===== src/rtl/uart_rx.sv =====
// rtl/uart_rx.sv - oversampling UART receiver fed by the baud generator tick
// Optional parity stage compiled in with `define UART_RX_PARITY_EN.
module uart_rx #(
  parameter int DATA_W      = 8,
  parameter int OSR         = 16,
  parameter int SYNC_STAGES = 2,
  parameter int PARITY_ODD  = 0
) (
  input  logic              CLK,
  input  logic              nRST,
  input  logic              RXC,
  input  logic              RX,
  output logic [DATA_W-1:0] DATA,
  output logic              VALID,
  output logic              FERR,
  output logic              PERR,
  output logic              BUSY
);

  localparam int CNT_W = $clog2(OSR) + 1;
  localparam int IDX_W = $clog2(DATA_W + 1);
  localparam logic [CNT_W-1:0] HALF = CNT_W'(OSR / 2);
  localparam logic [CNT_W-1:0] FULL = CNT_W'(OSR);
  localparam logic [IDX_W-1:0] LAST = IDX_W'(DATA_W - 1);

  localparam logic [2:0] S_IDLE   = 3'd0;
  localparam logic [2:0] S_START  = 3'd1;
  localparam logic [2:0] S_DATA   = 3'd2;
`ifdef UART_RX_PARITY_EN
  localparam logic [2:0] S_PARITY = 3'd3;
  localparam logic       PAR_SENSE = (PARITY_ODD != 0);
`endif
  localparam logic [2:0] S_STOP   = 3'd4;

  logic [SYNC_STAGES-1:0] sync_q;
  logic                   rx_s;
  logic                   rx_p_q;
  logic [2:0]             state_q, state_d;
  logic [CNT_W-1:0]       cnt_q, cnt_d, cnt_inc;
  logic [IDX_W-1:0]       idx_q, idx_d;
  logic [DATA_W-1:0]      shift_q, shift_d;
  logic [DATA_W-1:0]      data_q, data_d;
  logic                   valid_q, valid_d;
  logic                   ferr_q, ferr_d;
`ifdef UART_RX_PARITY_EN
  logic                   perr_q, perr_d;
  logic                   par_err_q, par_err_d;
`endif

  assign rx_s    = sync_q[SYNC_STAGES-1];
  assign cnt_inc = cnt_q + CNT_W'(1);

  always_comb begin
    state_d = state_q;
    cnt_d   = cnt_q;
    idx_d   = idx_q;
    shift_d = shift_q;
    data_d  = data_q;
    valid_d = 1'b0;
    ferr_d  = 1'b0;
`ifdef UART_RX_PARITY_EN
    perr_d    = 1'b0;
    par_err_d = par_err_q;
`endif
    case (state_q)
      // RXC is deliberately not looked at here: a tick on the edge cycle is dropped.
      S_IDLE: begin
        if (rx_p_q && !rx_s) begin
          cnt_d   = '0;
          idx_d   = '0;
`ifdef UART_RX_PARITY_EN
          par_err_d = 1'b0;
`endif
          state_d = S_START;
        end
      end
      S_START: begin
        if (RXC) begin
          cnt_d = cnt_inc;
          if (cnt_inc == HALF) begin
            cnt_d   = '0;
            state_d = rx_s ? S_IDLE : S_DATA;
          end
        end
      end
      S_DATA: begin
        if (RXC) begin
          cnt_d = cnt_inc;
          if (cnt_inc == FULL) begin
            cnt_d   = '0;
            shift_d = {rx_s, shift_q[DATA_W-1:1]};
            idx_d   = idx_q + IDX_W'(1);
            if (idx_q == LAST) begin
              idx_d = '0;
`ifdef UART_RX_PARITY_EN
              state_d = S_PARITY;
`else
              state_d = S_STOP;
`endif
            end
          end
        end
      end
`ifdef UART_RX_PARITY_EN
      S_PARITY: begin
        if (RXC) begin
          cnt_d = cnt_inc;
          if (cnt_inc == FULL) begin
            cnt_d     = '0;
            par_err_d = ((^shift_q) ^ PAR_SENSE) != rx_s;
            state_d   = S_STOP;
          end
        end
      end
`endif
      S_STOP: begin
        if (RXC) begin
          cnt_d = cnt_inc;
          if (cnt_inc == FULL) begin
            cnt_d   = '0;
            data_d  = shift_q;
            ferr_d  = !rx_s;
`ifdef UART_RX_PARITY_EN
            valid_d = rx_s && !par_err_q;
            perr_d  = par_err_q;
`else
            valid_d = rx_s;
`endif
            state_d = S_IDLE;
          end
        end
      end
      default: state_d = S_IDLE;
    endcase
  end

  always_ff @(posedge CLK or negedge nRST) begin
    if (!nRST) begin
      sync_q  <= '1;
      rx_p_q  <= 1'b1;
      state_q <= S_IDLE;
      cnt_q   <= '0;
      idx_q   <= '0;
      shift_q <= '0;
      data_q  <= '0;
      valid_q <= 1'b0;
      ferr_q  <= 1'b0;
`ifdef UART_RX_PARITY_EN
      perr_q    <= 1'b0;
      par_err_q <= 1'b0;
`endif
    end else begin
      sync_q  <= {sync_q[SYNC_STAGES-2:0], RX};
      rx_p_q  <= rx_s;
      state_q <= state_d;
      cnt_q   <= cnt_d;
      idx_q   <= idx_d;
      shift_q <= shift_d;
      data_q  <= data_d;
      valid_q <= valid_d;
      ferr_q  <= ferr_d;
`ifdef UART_RX_PARITY_EN
      perr_q    <= perr_d;
      par_err_q <= par_err_d;
`endif
    end
  end

  assign DATA  = data_q;
  assign VALID = valid_q;
  assign FERR  = ferr_q;
  assign BUSY  = (state_q != S_IDLE);
`ifdef UART_RX_PARITY_EN
  assign PERR  = perr_q;
`else
  assign PERR  = 1'b0;
`endif

endmodule


===== config.mk =====
export PLATFORM = sky130hd
export DESIGN_NAME = uart_rx
export DESIGN_NICKNAME = d
export VERILOG_FILES = /design/src/rtl/uart_rx.sv
export SDC_FILE = /design/constraint.sdc
export NUM_CORES = 1
export LEC_CHECK = 0
export BUFFER_PORTS_ARGS = -buffer_cell sky130_fd_sc_hd__buf_2
export CAP_MARGIN = 15
export CORE_MARGIN = 5
export CORE_UTILIZATION = 58
export DETAILED_ROUTE_END_ITERATION = 10
export HOLD_SLACK_MARGIN = 0.06
export PLACE_DENSITY = 0.79
export SLEW_MARGIN = 10
export SYNTH_ARGS = -nofsm -noshare
export SYNTH_HDL_FRONTEND = slang
export SYNTH_SLANG_ARGS = --single-unit

===== constraint.sdc =====
create_clock -name CLK -period 2.4 [get_ports CLK]
set_input_delay 0 -clock CLK [delete_from_list [all_inputs] [get_ports CLK]]
set_output_delay 0 -clock CLK [all_outputs]
set_load 0.05 [all_outputs]

==> impl_results.md <==
- Outcome: complete, no violations
- Sw power: 589.2 µW
- Min-Delay Path Class: in2reg
- Finished Layout Cells: 198
- Pin slew with the least headroom to its limit: 0.6948 ns
- Later-pin clock latency in the skew report: 0.33 ns
- Clock transition at path regs: 0.10 ns
- N_diodes: 0
- Initial Utilization: 60.48%
- F_max: 457.4 MHz
- CP max-delay cell: or4b_1
- Cell taking the most area after synthesis: dfrtp_1
- Fin. Hold Viols: 0
- CP arrival: 2.40 ns
- Syn Std Cell Area: 1668 µm²
- Die footprint: 4048 µm²
- Crit path max-delay family: simple AND/OR/NAND/NOR gates
- #FFs+latches synth: 33
- Pwr/cell area: 844.9 nW/µm²
- Critical path class: reg2reg
- Cell Rows: 19
- Final Cycle Share: 91.09%
- Via density: 5.894
- Commonest cells after routing, fill and taps aside: dfrtp_1 (30), buf_2 (14), mux2_2 (10)
- Top FF cell, synth: dfrtp_1
- Clock Sinks: 33
- Area grow syn2layout: 11.40%
- CTS tree: done
- Seq/Total Area, Yosys: 49.74%
- Die Y: 63.63 µm
- Worst slew margin: 53.68%
- Clock power share: 20.7%
- Routed wire length: 3005 µm
- Vias in the first global route: 1200
- # H-tree levels: 2
- DRC viols: 0
- Clock Tree Buf Depth: 2
- Hold slack: 0.1250 ns
- Initial detailed-routing violation count: 67
- Placeable core area: 2758 µm²
- CP required: 2.62 ns
- Net Sw Frac: 37.53%
- Syn_area_per_cell: 11.50 µm²
- Area of the multi-input gates: 773.2 µm²
- Die W: 63.63 µm
- Number of buffers created by CTS: 5
- Syn_nets: 151
- IO Pins: 16
- Number of max-cap violations: 0
- Async SR Flop Fraction: 100.0%
- Crit Path Max Fanout: 10
- RSZ-0062 raised after global routing: no
- Initial antenna violation count: 0
- Leakage power total: 0.9085 nW
- Netlist cell types: 50
- Placer Congestion: 0.8711
- Share of cells above drive strength 1: 29.94%
- Initial DRT Pass Iterations: 5
- Synth top area share: 45.01%
- DR vias: 1167
- Critical Path Source Type: flip-flop
- Crit path cell chain: nand2_2 -> mux2i_4 -> nand3_4 -> or4b_1 -> buf_4 -> mux2_4
- Final Slew Violations: 0
- Gr ovfl total: 0
- Fin nets: 172
- Layout fillers: 210
- Most common library cell in the layout ignoring fill and taps: dfrtp_1
- Avg WL per Cell: 15.18 µm
- Clock root cell: clkbuf_4
- Buffer and inverter count on the worst path: 1
- Global-route wire length before repair: 5388 µm
- Final TNS setup: 0 ns
- Post-cts resize count: 0
- Ys Warns: 0
- Gate Count Post-Synth: 145
- Final ANT Viol Nets: 0
- Minimum clock period: 2.186 ns
- Worst VDD drop: 0.6540 mV
- GR Util All Layers: 16.64%
- IO Port Bufs: 14
- Worst setup EP type: flip-flop
- Sequential Area: 829.5 µm²
- Worst stage delay on the critical path: 0.52 ns
- Pin count of the biggest net entering global routing: 34
- Skew final: 0.01070 ns
- Synth top area cells: dfrtp_1 (45%), mux2_4 (7.2%), mux2_2 (6.8%)
- Gate power share: 34.0%
- DP Cell Count: 188
- HPWL Detailed: 2187 µm
- Sequential Power Share: 45.3%
- Post-synth EDFFs: 0
- Int Pwr: 980.6 µW
- Setup violations, final: 0
timing repair:
item | in CTS | in global routing
hold endpoints to repair | 31 | 0
hold buffers | 2 | 0
buffers inserted | 0 | 0
flip-flops by register name (all words and copies together), names as in the netlist:
name,cells
cnt_q,5
rx_p_q,1
DATA,8
state_q,3
idx_q,4
FERR,1
VALID,1
shift_q,8
sync_q,2
power by group through the flow:
stage                     registers, mW  clock network (mW)  logic, mW
final                             0.711               0.325      0.534
after global routing              0.725               0.359      0.594
after CTS                         0.706               0.331      0.533
after detailed placement          0.715                   0      0.526
after global placement            0.708                   0      0.511
after floorplan                   0.675                   0      0.438
per-stage QoR:
step	utilization, %	area [µm²]	power [mW]	setup WS [ns]
final	67.38	1858	1.570	0.2138
after global routing	67.38	1858	1.679	0.1046
after CTS	67.38	1858	1.570	0.2186
after detailed placement	64.38	1775	1.241	0.2315
after global placement	64.38	1775	1.219	0.2883
after floorplan	-	1668	1.113	0.2284
synth_stat cells, drive strengths merged (2+ instances only):
cell type   n
and2        2
dfrtp      30
nor2        8
a21boi      2
a2111oi     2
inv         7
or3         2
nor2b       3
ha          2
mux2       18
a31oi       2
o21ai       7
mux2i       3
a21oi       5
nand3       3
dfstp       3
nor3b       2
clkbuf      3
nand4       3
nand2b      3
a211o       2
nand2       9
buf         4
final timing paths:
check                           slack [ns]  cells past startpoint         end      start
max in group asynchronous             1.70                      2  state_q[1]       nRST
worst max register to register        0.21                      6     DATA[0]   cnt_q[1]
worst min register to register        0.36                      0   sync_q[1]  sync_q[0]
worst min-delay path                  0.12                      3    idx_q[2]        RXC
worst max-delay path                  0.21                      6     DATA[0]   cnt_q[1]
min in group asynchronous             0.24                      2    cnt_q[4]       nRST
area by class of cell:
type	count	share of cell area, %
Multi-Input combinational cell	98	41.62
Tap cell	31	2.088
Clock buffer	7	2.963
Timing Repair Buffer	21	6.869
Sequential cell	33	44.65
Clock inverter	1	0.4040
Inverter	7	1.414
cells by family (layout without fill, tap and decap cells):
logic type | Yosys count | in the layout | synth area share [%]
simple gates | 43 | 43 | 15.38
flops | 33 | 33 | 49.74
compound gates | 29 | 29 | 11.63
mux | 21 | 21 | 16.50
buf+inv | 14 | 36 | 3.901
fa+ha+maj | 3 | 3 | 2.100
other cells | 1 | 1 | 0.2248
xor+xnor | 1 | 1 | 0.5252
worst min-delay path: stages:
cell and delay [ns]:
buf_2 0.17, nand3_4 0.10, o311ai_0 0.13
metal layers:
| layer | up-vias | wire length [µm] | track usage [%] |
|---|---|---|---|
| li1 | 574 | - | - |
| met1 | 560 | 1395 | 21.53 |
| met2 | 27 | 1436 | 25.38 |
| met3 | 6 | 141 | 5.151 |
| met4 | 0 | 31 | 7.532 |
| met5 | - | 0 | 0 |
Power figures use the tool's default switching activity.
